<file path="src/rtl/exibicao_pkg.sv">
// Shared types and seven-segment encoding for the result display reader.
package exibicao_pkg;

    localparam int unsigned PROF_PADRAO = 25;

    typedef enum logic [1:0] {
        OCIOSO = 2'd0,
        LE     = 2'd1,
        ESPERA = 2'd2
    } estado_t;

    // Active-low segments {g,f,e,d,c,b,a}, indexed by nibble value 0..F.
    localparam logic [15:0][6:0] SEG7 = {
        7'b0001110,  // F
        7'b0000110,  // E
        7'b0100001,  // d
        7'b1000110,  // C
        7'b0000011,  // b
        7'b0001000,  // A
        7'b0010000,  // 9
        7'b0000000,  // 8
        7'b1111000,  // 7
        7'b0000010,  // 6
        7'b0010010,  // 5
        7'b0011001,  // 4
        7'b0110000,  // 3
        7'b0100100,  // 2
        7'b1111001,  // 1
        7'b1000000   // 0
    };

    // All eight digits showing "0".
    localparam logic [55:0] HEX_ZERO = {8{7'b1000000}};

    function automatic logic [6:0] hex7(input logic [3:0] nibble);
        return SEG7[nibble];
    endfunction

endpackage

</file>
<file path="src/rtl/debounce_botao.sv">
// Pushbutton conditioner: 2-FF synchronizer, stability counter and
// rising-edge pulse of the debounced level.
//   Clk, Reset : clock and synchronous active-high reset
//   botao      : raw asynchronous button, active-high
//   pressao    : one-cycle pulse when the debounced level goes 0->1
module debounce_botao #(
    parameter int unsigned DEBOUNCE = 16
) (
    input  logic Clk,
    input  logic Reset,
    input  logic botao,
    output logic pressao
);

    localparam int unsigned CW = (DEBOUNCE > 1) ? $clog2(DEBOUNCE) : 1;

    logic          sinc0;
    logic          sinc1;
    logic          estavel;
    logic [CW-1:0] cnt;

    // The counter runs only while the synchronized sample differs from the
    // stable level; any agreeing sample restarts the count.
    always_ff @(posedge Clk) begin
        if (Reset) begin
            sinc0   <= 1'b0;
            sinc1   <= 1'b0;
            estavel <= 1'b0;
            cnt     <= '0;
            pressao <= 1'b0;
        end else begin
            sinc0   <= botao;
            sinc1   <= sinc0;
            pressao <= 1'b0;
            if (sinc1 != estavel) begin
                if (cnt == CW'(DEBOUNCE - 1)) begin
                    estavel <= sinc1;
                    cnt     <= '0;
                    pressao <= sinc1;
                end else begin
                    cnt <= cnt + CW'(1);
                end
            end else begin
                cnt <= '0;
            end
        end
    end

endmodule

</file>
<file path="src/rtl/leitor_exibicao.sv">
// Read-side controller for the result display memory: each debounced press
// fetches the next stored word, latches it and shows it on eight HEX digits.
//   Clk, Reset  : clock and synchronous active-high reset
//   proximo     : raw "next" pushbutton
//   qtd_valida  : number of valid words (clamped to PROF)
//   rd_en/rd_addr/rd_dado : synchronous read port, data one cycle after rd_en
//   valor/indice/valido   : displayed word, its address, and "shown once" flag
//   hex         : eight active-low seven-segment digits of valor
module leitor_exibicao
    import exibicao_pkg::*;
#(
    parameter int unsigned PROF     = PROF_PADRAO,
    parameter int unsigned DEBOUNCE = 16
) (
    input  logic                      Clk,
    input  logic                      Reset,
    input  logic                      proximo,
    input  logic [$clog2(PROF):0]     qtd_valida,
    output logic                      rd_en,
    output logic [$clog2(PROF)-1:0]   rd_addr,
    input  logic [31:0]               rd_dado,
    output logic [31:0]               valor,
    output logic [$clog2(PROF)-1:0]   indice,
    output logic                      valido,
    output logic [55:0]               hex
);

    localparam int unsigned AW = $clog2(PROF);
    localparam int unsigned QW = AW + 1;

    estado_t       estado;
    estado_t       prox_estado;
    logic          pressao;
    logic [AW-1:0] ptr;
    logic [QW-1:0] qclamp_c;
    logic [AW-1:0] ptr_ef_c;
    logic [AW-1:0] ptr_prox_c;
    logic [55:0]   hex_c;
    logic          lanca_c;
    logic          captura_c;

    debounce_botao #(
        .DEBOUNCE(DEBOUNCE)
    ) u_debounce (
        .Clk    (Clk),
        .Reset  (Reset),
        .botao  (proximo),
        .pressao(pressao)
    );

    // Clamp the valid count; a pointer left beyond a shrunken count restarts at 0.
    always_comb begin
        qclamp_c   = (qtd_valida > QW'(PROF)) ? QW'(PROF) : qtd_valida;
        ptr_ef_c   = (QW'(ptr) >= qclamp_c) ? '0 : ptr;
        ptr_prox_c = ((QW'(rd_addr) + QW'(1)) >= qclamp_c) ? '0 : (rd_addr + AW'(1));
    end

    // Encoded image of the word arriving from the buffer.
    for (genvar k = 0; k < 8; k++) begin : g_dig
        assign hex_c[7*k +: 7] = hex7(rd_dado[4*k +: 4]);
    end

    // State register.
    always_ff @(posedge Clk) begin
        if (Reset) begin
            estado <= OCIOSO;
        end else begin
            estado <= prox_estado;
        end
    end

    // Next-state logic; presses outside OCIOSO are dropped.
    always_comb begin
        prox_estado = estado;
        case (estado)
            OCIOSO:  if (pressao && (qclamp_c != '0)) prox_estado = LE;
            LE:      prox_estado = ESPERA;
            ESPERA:  prox_estado = OCIOSO;
            default: prox_estado = OCIOSO;
        endcase
    end

    // Output decode: launch a read on the way into LE, capture in ESPERA.
    always_comb begin
        lanca_c   = 1'b0;
        captura_c = 1'b0;
        case (estado)
            OCIOSO:  lanca_c   = pressao && (qclamp_c != '0);
            ESPERA:  captura_c = 1'b1;
            default: ;
        endcase
    end

    // Output and pointer registers; reset during ESPERA drops the arriving word.
    always_ff @(posedge Clk) begin
        if (Reset) begin
            ptr     <= '0;
            rd_en   <= 1'b0;
            rd_addr <= '0;
            valor   <= '0;
            indice  <= '0;
            valido  <= 1'b0;
            hex     <= HEX_ZERO;
        end else begin
            rd_en <= lanca_c;
            if (lanca_c) begin
                rd_addr <= ptr_ef_c;
            end
            if (captura_c) begin
                valor  <= rd_dado;
                indice <= rd_addr;
                valido <= 1'b1;
                hex    <= hex_c;
                ptr    <= ptr_prox_c;
            end
        end
    end

endmodule

</file>
<file path="config.mk">
export PLATFORM = sky130hd
export DESIGN_NAME = leitor_exibicao
export DESIGN_NICKNAME = d
export VERILOG_FILES = /design/src/rtl/exibicao_pkg.sv /design/src/rtl/debounce_botao.sv /design/src/rtl/leitor_exibicao.sv
export SDC_FILE = /design/constraint.sdc
export NUM_CORES = 1
export LEC_CHECK = 0
export ABC_AREA = 1
export BUFFER_PORTS_ARGS = -buffer_cell sky130_fd_sc_hd__buf_2
export CORE_ASPECT_RATIO = 0.6
export CORE_MARGIN = 2
export CORE_UTILIZATION = 46
export CTS_CLUSTER_SIZE = 20
export DETAILED_ROUTE_END_ITERATION = 12
export PLACE_DENSITY = 0.71
export SKIP_CTS_REPAIR_TIMING = 1
export SYNTH_ARGS = -nofsm -noshare
export SYNTH_HDL_FRONTEND = slang
export SYNTH_HIERARCHICAL = 1
export SYNTH_SLANG_ARGS = --single-unit
export TNS_END_PERCENT = 5
</file>
<file path="constraint.sdc">
create_clock -name Clk -period 2 [get_ports Clk]
set_clock_uncertainty 0.1 [all_clocks]
set_input_delay 0.1 -clock Clk [delete_from_list [all_inputs] [get_ports Clk]]
set_output_delay 0.1 -clock Clk [all_outputs]
set_load 0.02 [all_outputs]
</file>
==> results.md <==
Drt:
- The post-detailed-route count of antenna-violating nets is 0.
- Wire segments on met2 add up to between 6000 and 7000 um in the final route.
- The first TritonRoute pass finished after 5 iterations.
- The wire length per cell is 14.7 um.
- For this block, wires on met1 add up to approximately 8300 um.
- The amount of wire on met3 after detailed routing is about 1600 um.
- After detailed routing, the number of vias per cell comes to between 5 and 6.
- The detailed router finished its first iteration with roughly 360 violations.
- After detailed routing, no signal wire sits above met4.
- The remaining routing DRC violations is 0.
- The final wirelength is between 15000 and 20000 um.
- The final route contains between 5000 and 6000 vias.

Power:
- Summed over all cells, the static leakage comes to around 3.7 nW.
- The largest voltage drop on the vdd net is approximately 0.00051 V.
- Summed over all nets, the switching power comes to 0.00133 W.
- Combinational cells account for under 10% of the total power.
- Power spread over the standard cell area amounts to approximately 810 nW/um2.
- The switching share of power is 21.3%.
- The overall power of the completed layout is approximately 0.0062 W.
- The portion of total power attributed to the clock network is between 50% and 60%.
- The internal portion of total power is 0.00489 W.
- The register share of total power is 36.9%.

Synth:
- The synthesized flop and latch total is 115.
- The number of nets produced by synthesis is between 800 and 900.
- In the synthesized netlist the async set-or-reset flop fraction comes to 0%.
- Among all flip-flop cells after synthesis, the most frequent one is sky130_fd_sc_hd__dfxtp_1.
- The combined area of all synthesized cells is 6020 um2.
- Summing the sequential cell areas from Yosys gives a little under two fifths of the chip area.
- For this run, the number of Yosys warnings is 6.
- The cell count after synthesis came out at just under 800.
- The distinct cell type count of the synthesized netlist is just over 40.
- After synthesis, the mean cell area works out to between 7 and 8 um2.
- Counting flops with a built-in enable in the synthesized netlist gives 0.

Cells and area:
- For this run, the post-layout net count is between 1000 and 1500.
- The area growth from synthesis to layout is 26.8%.
- Cells fill about three fifths of the core in the end.
- The antenna cell count is 0.
- The fraction of final layout cells with drive strength greater than 1 is 20.7%.

Floorplan:
- 141 I/O pins were placed.
- The die area is about 14000 um2.
- The count of standard-cell rows is 32.
- The die span in y is between 90 and 100 um.
- The initial utilization of the core area, before any placement, comes to a little under half.
- The standard cell core area is between 10000 and 15000 um2.
- From left edge to right edge, the die measures approximately 150 um.

Setup path:
- The worst endpoint required time is about 2200 ps.
- The standard cell with the maximum stage delay on the critical path is sky130_fd_sc_hd__dfxtp_2.
- The classification of the worst setup path is reg -> reg.
- The critical path goes through ha_1 > xor2_1 > ha_1 > nand2_1 > nand2_1 > nand2_1 > nand2_1 > nand2_1 > nand3_1 > a21oi_1.
- The peak fanout along the critical path is 6.
- STA puts the critical path data arrival time at about 2100 ps.
- The largest single stage delay on the critical path is approximately 380 ps.
- STA classifies the critical path endpoint as a flip-flop.
- The nature of the critical path startpoint is a flip-flop.
- The cell with the most instances on the worst path is sky130_fd_sc_hd__nand2_1.

Run status:
- The final reports fail on hold timing.
- The run finished, with violations left.

STA:
- On the final layout, the worst hold slack is -28.4 ps.
- Setup total negative slack on the finished layout was measured at 0 ps.
- The headroom to the max-slew limit is 41.5%.
- The minimum clock period is 1830 ps.
- The final critical path takes up around 92% of the cycle.
- In the post-route analysis, the smallest setup slack over all paths is roughly 170 ps.
- The number of hold violations in the final report came to 9.
- The pin slew with the least headroom to its limit is between 800 and 900 ps.
- The number of max-slew violations in the final report is 0.
- Setup repair after global routing left no endpoint under its margin.
- Setup violations remaining at the end of the flow were counted as 0.
- The top achievable clock speed is 546 MHz.

Placement:
- The count of input and output buffers is 140.
- The detailed placement HPWL is roughly 11000 um.
- Prior to clock tree synthesis, the placed netlist has a worst setup slack of ~150 ps.
- At the end of routability-driven placement, the weighted congestion stood at between 0.8 and 0.9.

Global route:
- In the global route stage, overall resource usage came out at approximately a quarter.
- The via count of the first global-routing pass came to 5251.
- The first global-routing pass estimated 26300 um of wire.
- The initial antenna violation count was 0.
- Entering global routing, the biggest net connects between 100 and 150 pins.
- Global routing finished with a remaining overflow of 0.

Clocking:
- TritonCTS built the clock tree.
- Buffers inserted during clock tree synthesis total 17.
- The H-tree generated during clock tree synthesis spans 4 levels.
- Counting every sink on the clock net gives ~120.
- In this run the clock root is driven by a sky130_fd_sc_hd__clkbuf_16.
- Clock-pin slew was measured on the worst setup and hold paths at approximately 50 ps.
- The number of buffers on the longest clock path is 2.
- The insertion delay to the later sink of the worst-skew pair is 410 ps.

Run:
- Across the run, the number of max-cap violations was 0.

Worst hold path:
- The worst hold path class is in -> reg.
[per-layer routing]
layer,vias to the layer above,track usage (%)
li1,2970,-
met1,2688,36.3
met2,267,31.4
met3,16,7.14
met4,0,4.94
met5,-,0
[cells in the final DEF (no fill, tap or decap), types with 2 or more instances in the layout]
| cell type | n |
|---|---|
| sky130_fd_sc_hd__a211oi_1 | 2 |
| sky130_fd_sc_hd__a21oi_1 | 95 |
| sky130_fd_sc_hd__a221oi_1 | 5 |
| sky130_fd_sc_hd__a22o_1 | 2 |
| sky130_fd_sc_hd__a22oi_1 | 5 |
| sky130_fd_sc_hd__a311oi_1 | 2 |
| sky130_fd_sc_hd__a31oi_1 | 11 |
| sky130_fd_sc_hd__a32oi_1 | 2 |
| sky130_fd_sc_hd__buf_2 | 140 |
| sky130_fd_sc_hd__buf_4 | 5 |
| sky130_fd_sc_hd__bufinv_16 | 6 |
| sky130_fd_sc_hd__clkbuf_16 | 17 |
| sky130_fd_sc_hd__clkbuf_8 | 4 |
| sky130_fd_sc_hd__clkinv_2 | 2 |
| sky130_fd_sc_hd__dfxtp_1 | 112 |
| sky130_fd_sc_hd__dfxtp_2 | 3 |
| sky130_fd_sc_hd__dlygate4sd3_1 | 13 |
| sky130_fd_sc_hd__ha_1 | 59 |
| sky130_fd_sc_hd__inv_1 | 94 |
| sky130_fd_sc_hd__inv_2 | 4 |
| sky130_fd_sc_hd__nand2_1 | 101 |
| sky130_fd_sc_hd__nand2_2 | 2 |
| sky130_fd_sc_hd__nand3_1 | 21 |
| sky130_fd_sc_hd__nand3_2 | 3 |
| sky130_fd_sc_hd__nand4_1 | 11 |
| sky130_fd_sc_hd__nor2_1 | 59 |
| sky130_fd_sc_hd__nor2_2 | 5 |
| sky130_fd_sc_hd__nor3_1 | 17 |
| sky130_fd_sc_hd__o211ai_1 | 16 |
| sky130_fd_sc_hd__o21ai_0 | 105 |
| sky130_fd_sc_hd__o21ai_1 | 3 |
| sky130_fd_sc_hd__o221ai_1 | 3 |
| sky130_fd_sc_hd__xor2_1 | 2 |
[kinds of logic (layout without fill, tap and decap cells)]
kind of cell	count (synthesis)	in the layout	synth area share (%)
other cells	1	1	0.0623
flops	115	115	38.2
fa+ha+maj	59	59	12.3
xor+xnor	3	3	0.437
simple gates	221	221	15.8
buf+inv	139	290	9.50
compound gates	257	257	23.7
[stage by stage]
step / instances / cell area (um2) / hold slack (ps)
4_1_cts: 1103 / 7490 / -212
3_5_place_dp: 1072 / 6810 / 214
2_1_floorplan: 795 / 6020 / 69.1
3_3_place_gp: 1072 / 6810 / 209
5_1_grt: 1116 / 7630 / 1.28
6_report: 1116 / 7630 / -28.4
[worst max-delay path, delay by kind of cell, from the launching register on]
family / cells / cell delay [ps]
AO/OA/AOI/OAI: 1 / 150
XOR/XNOR: 1 / 200
adder cells (fa/ha/maj): 2 / 470
flip-flops: 1 / 380
AND/OR/NAND/NOR: 6 / 440
[area by class of cell]
cell class	count	area [um2]
clock inverter	9	199
timing repair buffer	160	916
inverter	99	372
tap	170	213
sequential	115	2310
clock buffer	22	484
multi-input combinational	541	3150
fill	1148	5180
[cell usage after synthesis, types with 3 or more instances]
master                       n  area share, %
sky130_fd_sc_hd__dfxtp_1   115             38
sky130_fd_sc_hd__o21ai_0   105            8.7
sky130_fd_sc_hd__nand2_1   101            6.3
sky130_fd_sc_hd__a21oi_1    95            7.9
sky130_fd_sc_hd__inv_1      94            5.9
sky130_fd_sc_hd__ha_1       59             12
sky130_fd_sc_hd__nor2_1     59            3.7
sky130_fd_sc_hd__buf_2      22            1.8
sky130_fd_sc_hd__nand3_1    21            1.7
sky130_fd_sc_hd__nor3_1     17            1.4
sky130_fd_sc_hd__o211ai_1   16            2.0
sky130_fd_sc_hd__a31oi_1    11            1.1
sky130_fd_sc_hd__nand4_1    11            1.1
sky130_fd_sc_hd__clkbuf_1   10           0.62
sky130_fd_sc_hd__a221oi_1    5           0.73
sky130_fd_sc_hd__a22oi_1     5           0.62
sky130_fd_sc_hd__nor2_2      5           0.52
sky130_fd_sc_hd__buf_4       4           0.50
sky130_fd_sc_hd__buf_1       3           0.19
sky130_fd_sc_hd__inv_2       3           0.19
sky130_fd_sc_hd__nand3_2     3           0.50
sky130_fd_sc_hd__o21ai_1     3           0.25
sky130_fd_sc_hd__o221ai_1    3           0.44
[path summary, 6_finish.rpt]
path | slack, ps | depth (start not counted) | startpoint | to
worst max register to register | 170 | 10 | rd_addr[0]$_SDFFE_PP0P_ | ptr[3]$_SDFFE_PP0N_
worst min-delay path | -30 | 3 | rd_dado[27] | hex[48]$_SDFFE_PP1N_
worst max-delay path | 170 | 10 | rd_addr[0]$_SDFFE_PP0P_ | ptr[3]$_SDFFE_PP0N_
worst min register to register | 310 | 2 | u_debounce/sinc0$_SDFF_PP0_ | u_debounce/sinc1$_SDFF_PP0_
[power groups by stage]
| stage | registers [W] | logic [W] | clock network, W |
|---|---|---|---|
| after floorplan | 0.00234 | 0.000240 | 0 |
| after global routing | 0.00230 | 0.000457 | 0.00367 |
| after detailed placement | 0.00235 | 0.000373 | 0 |
| final | 0.00230 | 0.000403 | 0.00352 |
| after CTS | 0.00230 | 0.000376 | 0.00356 |
| after global placement | 0.00235 | 0.000375 | 0 |
[flip-flops by register name, summed over array words and instances (netlist names), 2 cells and up]
signal,flops
u_debounce/cnt,4
ptr,5
estado,2
indice,5
rd_addr,5
valor,32
hex,56
(Power assumes the default switching activity.)
